<file path="config.mk">
export PLATFORM = sky130hd
export DESIGN_NAME = fetch_unit
export DESIGN_NICKNAME = d
export VERILOG_FILES = /design/src/rtl/mips_pkg.sv /design/src/rtl/fetch_unit.sv
export SDC_FILE = /design/constraint.sdc
export NUM_CORES = 1
export LEC_CHECK = 0
export BUFFER_PORTS_ARGS = -buffer_cell sky130_fd_sc_hd__buf_2
export CORE_MARGIN = 4
export CORE_UTILIZATION = 54
export CTS_CLUSTER_SIZE = 12
export DETAILED_ROUTE_END_ITERATION = 6
export PLACE_DENSITY = 0.77
export SETUP_SLACK_MARGIN = 0.1
export SLEW_MARGIN = 10
export SYNTH_ARGS = -nofsm -noshare
export SYNTH_HDL_FRONTEND = slang
export SYNTH_SLANG_ARGS = --single-unit
export TNS_END_PERCENT = 20
</file>
<file path="constraint.sdc">
create_clock -name CLK -period 2.9 [get_ports CLK]
set_clock_uncertainty 0.15 [all_clocks]
set_input_delay 0.145 -clock CLK [delete_from_list [all_inputs] [get_ports CLK]]
set_output_delay 0.145 -clock CLK [all_outputs]
set_load 0.1 [all_outputs]
</file>
<file path="src/rtl/mips_pkg.sv">
// Shared types and constants for the instruction fetch unit.
package mips_pkg;

    localparam int INSTR_W = 32;
    localparam int ADDR_W  = 32;

    localparam logic [ADDR_W-1:0] DEFAULT_RESET_PC = 32'h0000_0000;

    typedef enum logic [1:0] {
        FETCH = 2'd0,
        HOLD  = 2'd1,
        DROP  = 2'd2
    } fetch_state_t;

    // Clear the byte-offset bits so a target always names a whole word.
    function automatic logic [ADDR_W-1:0] align_word(input logic [ADDR_W-1:0] addr);
        return {addr[ADDR_W-1:2], 2'b00};
    endfunction

endpackage

</file>
<file path="src/rtl/fetch_unit.sv">
// Instruction fetch unit: requests one word at a time from instruction memory,
// holds it for the decoder until accepted, and follows datapath redirects.
// A redirect that lands while a request is in flight parks the FSM in DROP so
// the stale word is swallowed before fetching from the new target.
module fetch_unit
    import mips_pkg::*;
#(
    parameter logic [ADDR_W-1:0] RESET_PC = DEFAULT_RESET_PC
) (
    input  logic               CLK,
    input  logic               RST_N,
    output logic               imem_req,
    output logic [ADDR_W-1:0]  imem_addr,
    input  logic               imem_ack,
    input  logic [INSTR_W-1:0] imem_rdata,
    input  logic               redirect_valid,
    input  logic [ADDR_W-1:0]  redirect_pc,
    output logic               instr_valid,
    input  logic               instr_ready,
    output logic [INSTR_W-1:0] instr,
    output logic [ADDR_W-1:0]  pc_out,
    output logic [ADDR_W-1:0]  pc_plus4,
    output logic               misalign,
    output logic [31:0]        instr_count
);

    fetch_state_t       r_state;
    logic [ADDR_W-1:0]  r_pc;
    logic [ADDR_W-1:0]  r_addr;
    logic               r_req;
    logic               r_valid;
    logic [INSTR_W-1:0] r_instr;
    logic [ADDR_W-1:0]  r_pc_out;
    logic [ADDR_W-1:0]  r_pc_plus4;
    logic [31:0]        r_count;

    fetch_state_t       w_state_nxt;
    logic [ADDR_W-1:0]  w_pc_nxt;
    logic [ADDR_W-1:0]  w_target;
    logic               w_hs;
    logic               w_capture;
    logic               w_count_inc;

    assign w_target = align_word(redirect_pc);
    // r_req is low only in HOLD and in the very first cycle out of reset,
    // so an ack seen while it is low never completes a transfer.
    assign w_hs     = r_req & imem_ack;

    // Next-state and next-PC decision; redirect is checked first in every state.
    always_comb begin
        w_state_nxt = r_state;
        w_pc_nxt    = r_pc;
        w_capture   = 1'b0;
        w_count_inc = 1'b0;
        case (r_state)
            FETCH: begin
                if (redirect_valid) begin
                    w_pc_nxt = w_target;
                    // Only an unanswered request leaves stale data to swallow.
                    if (r_req && !imem_ack) begin
                        w_state_nxt = DROP;
                    end else begin
                        w_state_nxt = FETCH;
                    end
                end else if (w_hs) begin
                    w_capture   = 1'b1;
                    w_state_nxt = HOLD;
                end else begin
                    w_state_nxt = FETCH;
                end
            end
            HOLD: begin
                if (redirect_valid) begin
                    w_pc_nxt    = w_target;
                    w_count_inc = instr_ready;
                    w_state_nxt = FETCH;
                end else if (instr_ready) begin
                    w_pc_nxt    = r_pc + 32'd4;
                    w_count_inc = 1'b1;
                    w_state_nxt = FETCH;
                end else begin
                    w_state_nxt = HOLD;
                end
            end
            DROP: begin
                if (redirect_valid) begin
                    w_pc_nxt = w_target;
                end else begin
                    w_pc_nxt = r_pc;
                end
                if (w_hs) begin
                    w_state_nxt = FETCH;
                end else begin
                    w_state_nxt = DROP;
                end
            end
            default: begin
                w_state_nxt = FETCH;
                w_pc_nxt    = r_pc;
            end
        endcase
    end

    // State, PC, request and delivered-instruction registers.
    always_ff @(posedge CLK or negedge RST_N) begin
        if (!RST_N) begin
            r_state    <= FETCH;
            r_pc       <= RESET_PC;
            r_addr     <= RESET_PC;
            r_req      <= 1'b0;
            r_valid    <= 1'b0;
            r_instr    <= 32'h0000_0000;
            r_pc_out   <= 32'h0000_0000;
            r_pc_plus4 <= 32'h0000_0004;
            r_count    <= 32'h0000_0000;
        end else begin
            r_state <= w_state_nxt;
            r_pc    <= w_pc_nxt;
            // DROP keeps presenting the abandoned address until its ack.
            if (w_state_nxt == DROP) begin
                r_addr <= r_addr;
            end else begin
                r_addr <= w_pc_nxt;
            end
            r_req   <= (w_state_nxt != HOLD);
            r_valid <= (w_state_nxt == HOLD);
            if (w_capture) begin
                r_instr    <= imem_rdata;
                r_pc_out   <= r_pc;
                r_pc_plus4 <= r_pc + 32'd4;
            end else begin
                r_instr    <= r_instr;
                r_pc_out   <= r_pc_out;
                r_pc_plus4 <= r_pc_plus4;
            end
            if (w_count_inc) begin
                r_count <= r_count + 32'd1;
            end else begin
                r_count <= r_count;
            end
        end
    end

    assign imem_req    = r_req;
    assign imem_addr   = r_addr;
    assign instr_valid = r_valid;
    assign instr       = r_instr;
    assign pc_out      = r_pc_out;
    assign pc_plus4    = r_pc_plus4;
    assign instr_count = r_count;
    // Flagged in the redirect cycle itself, hence not registered.
    assign misalign    = RST_N & redirect_valid & (redirect_pc[1:0] != 2'b00);

endmodule

</file>
==> flow_metrics.tcl <==
set metrics [dict create \
    synth_seq_cells 194 \
    io_pins 232 \
    synth_edf_count 0 \
    layout-drive-gt1-share_pct 27.8 \
    numCtsBuffers 17 \
    dp_hpwl_um 19000 \
    grt_max_degree 123 \
    start_kind "register" \
    grt_usage_pct 28.6 \
    core_sq_um 16700 \
    synth_area_sq_um 9270 \
    clkPwrFrac_pct 17.6 \
    cts_setup_buffers 0 \
    crit_type "reg -> reg" \
    yosysWarnings 0 \
    p_per_area_nw_per_um2 1120 \
    end_kind "register" \
    cts_resized 0 \
    syn_avg_cell_area_sq_um 9.52 \
    internal_power_uw 5610 \
    wire_per_inst_um 18.7 \
    setup_violations 0 \
    clockBufferDepth 2 \
    slowest_stage "or4_4" \
    maxCapViolations 0 \
    wirelength_um 27600 \
    r2r_end "imem_addr[24]" \
    syn_to_final_growth_pct 27.5 \
    grt_overflow 0 \
    clkSinkCount 194 \
    grt_pass1_vias 8508 \
    via_per_inst 5.76 \
    place.gp.congestion 0.991 \
    die_y_um 139 \
    port_buffers 231 \
    postPlaceCellArea_sq_um 10600 \
    cts.reportedPaths.clkPinSlew_ns 0.08 \
    hold_violations 0 \
    nFillCells 1237 \
    synth-async-reset-ratio_pct 100 \
    dr_total_vias 8485 \
    ant_nets 0 \
    hp-class "in -> reg" \
    syn-num-nets 1045 \
    yosysUniqueCellTypes 78 \
    dieArea_sq_um 19300 \
    seq_area_sq_um 4860 \
    path_cells "ha_1, nand3_2, or4_4, nor3_2, mux2_1, a221o_1" \
    dpl.cell_count 1381 \
    die_x_um 139 \
    htreeDepth 4 \
    yosys_most_used_dff "dfrtp_1" \
    tns_ns 0 \
    multi_input_area_sq_um 4050 \
    initialDrtViolationCount 767 \
    p_leak_uw 0.00576 \
    rsz0062_at_grt "no" \
    syn-instance-count 974 \
    ys_seq_area_share_pct 52.4 \
    num_rows 47 \
    antenna_found_initial 1 \
    cp_max_fo 6 \
    nNetsFinal 1312 \
    reg2reg_from "r_pc[3]" \
    whs_path_depth 4 \
    tightest_slew_ns 0.905 \
    clockRootBuffer "clkbuf_16" \
    start_util_pct 55.5 \
    maxSlewViolCount 0 \
    ir_drop_mv 0.921 \
    holdPathEnd "r_pc[15]" \
    slew-limit-headroom_pct 39.7 \
    reg2regPathDepth 6 \
    outcome "completed" \
    clk_latency_ns 0.44 \
    netSwitchingFraction_pct 57.6 \
    cts_tree "done" \
    max_stage_delay_ns 0.51 \
    grt_first_pass_wirelength_um 44900 \
    design_area_sq_um 11800 \
    instances_no_fill 1474 \
    num_antenna_cells 0 \
    period_share_pct 90.9 \
    hp-start "redirect_pc[15]" \
    drc 0 \
    dr.pass1.iters 5 \
    cp.required_ns 3.07 \
    fmax_mhz 379 \
    r2r_setup_slack_ns 0.26 \
    crit_arrival_ns 2.81 \
    post_cts_hold_buffer_count 61 \
    p_seq_share_pct 29.8 \
    pwr-share-comb_pct 52.6 \
    p_switching_uw 7610 \
    min_period_ns 2.64 \
]
critical path: cells and delay by family, from the launching register on:
kind / cells / cell delay [ns]
flops: 1 / 0.44
compound gates: 1 / 0.33
simple gates: 3 / 0.94
fa+ha+maj: 1 / 0.30
mux: 1 / 0.36
layout by cell type, fill, tap and decap left out, types with 7 or more instances in the layout:
| cell type | netlist | layout |
|---|---|---|
| nand2_1 | 290 | 290 |
| buf_2 | 10 | 230 |
| dfrtp_1 | 193 | 193 |
| dlygate4sd3_1 | 0 | 61 |
| xnor2_1 | 45 | 45 |
| nor2_1 | 40 | 40 |
| o21ai_0 | 35 | 35 |
| nand4_1 | 27 | 27 |
| buf_4 | 5 | 26 |
| nand3_1 | 23 | 23 |
| mux2_2 | 20 | 20 |
| xor2_1 | 18 | 18 |
| nor3_1 | 19 | 18 |
| a21oi_1 | 18 | 18 |
| clkbuf_16 | 0 | 17 |
| and3_1 | 15 | 15 |
| o22ai_1 | 15 | 15 |
| and2_1 | 9 | 9 |
| inv_1 | 9 | 9 |
| mux2i_1 | 7 | 7 |
per-layer routing:
layer	global-route usage [%]	share of wire, %	vias to the layer above
met4	12.2	3.5	2
met2	44.8	47	446
li1	-	-	3882
met5	0	0.025	-
met1	38.7	42	4073
met3	6.24	8.3	82
final cells by class:
| class | count | share of cell area (%) |
|---|---|---|
| sequential | 194 | 41.1 |
| multi-input combinational | 698 | 34.2 |
| timing repair buffer | 320 | 17.0 |
| clock buffer | 17 | 3.60 |
| tap | 220 | 2.33 |
| clock inverter | 15 | 1.42 |
| inverter | 10 | 0.318 |
per-stage QoR:
| stage | worst slack [ns] | total power, uW | util [%] | hold slack (ns) |
|---|---|---|---|---|
| 2_1_floorplan | 0.292 | 9560 | - | -0.301 |
| 3_3_place_gp | 0.397 | 10800 | 63.6 | 0.184 |
| 3_5_place_dp | 0.313 | 10800 | 63.6 | 0.188 |
| 4_1_cts | 0.290 | 13200 | 70.8 | 0.00558 |
| 5_1_grt | 0.158 | 13700 | 70.8 | 0.0336 |
| 6_report | 0.264 | 13200 | 70.8 | 0.0410 |
cell usage after synthesis, drive strengths merged (3+ instances only):
cell type / instances / area [sq um]
and2: 9 / 56.3
and4: 6 / 52.6
o211ai: 4 / 30.0
o21ai: 40 / 208
a31o: 4 / 35.0
a31oi: 4 / 25.0
mux2: 22 / 251
o22ai: 15 / 93.8
a21oi: 18 / 90.1
or4: 5 / 48.8
and3: 15 / 93.8
a22o: 3 / 26.3
a221oi: 3 / 26.3
or3: 3 / 20.0
nor4: 12 / 121
nand4: 28 / 181
clkbuf: 53 / 223
xor2: 18 / 158
dfrtp: 193 / 4830
a211oi: 9 / 82.6
nor3: 24 / 158
a22oi: 4 / 30.0
buf: 19 / 118
inv: 9 / 33.8
xnor2: 45 / 394
mux2i: 7 / 70.1
nand2: 290 / 1090
o32ai: 3 / 26.3
o221ai: 6 / 52.6
o22a: 3 / 26.3
nor2: 41 / 156
nand3: 26 / 153
worst max-delay path by stage:
stage	startpoint	to	slack [ns]	cells after the start
finish	r_pc[3]	imem_addr[24]	0.26	6
global route	r_pc[3]	imem_addr[24]	0.16	6
CTS	r_pc[3]	imem_addr[24]	0.29	6
detailed placement	r_pc[3]	imem_addr[24]	0.31	6
global placement	r_pc[3]	imem_addr[28]	0.40	7
floorplan	instr_count[8]	instr_count[21]	0.29	5
logic make-up (layout without fill, tap and decap cells):
group	after synthesis	in the layout	share of synthesized area, %
adder cells (fa/ha/maj)	2	2	0.270
buffers and inverters	82	362	4.08
multiplexers	29	29	3.47
XOR/XNOR	63	63	5.95
flip-flops	194	194	52.4
AO/OA/AOI/OAI	134	134	9.92
AND/OR/NAND/NOR	470	470	23.9
power groups by stage:
stage / Combinational, uW / Sequential [uW] / Clock [uW]
2_1_floorplan: 1130 / 8430 / 0
3_3_place_gp: 6820 / 3930 / 0
3_5_place_dp: 6890 / 3950 / 0
4_1_cts: 6950 / 3910 / 2360
5_1_grt: 7220 / 4020 / 2470
6_report: 6960 / 3930 / 2330
state kept, by name, indices dropped and copies added, names as in the netlist:
register,count
imem_addr,32
pc_out,32
instr,32
r_state,2
instr_count,32
imem_req,1
pc_plus4,30
r_pc,32
instr_valid,1
Power figures use the tool's default switching activity.
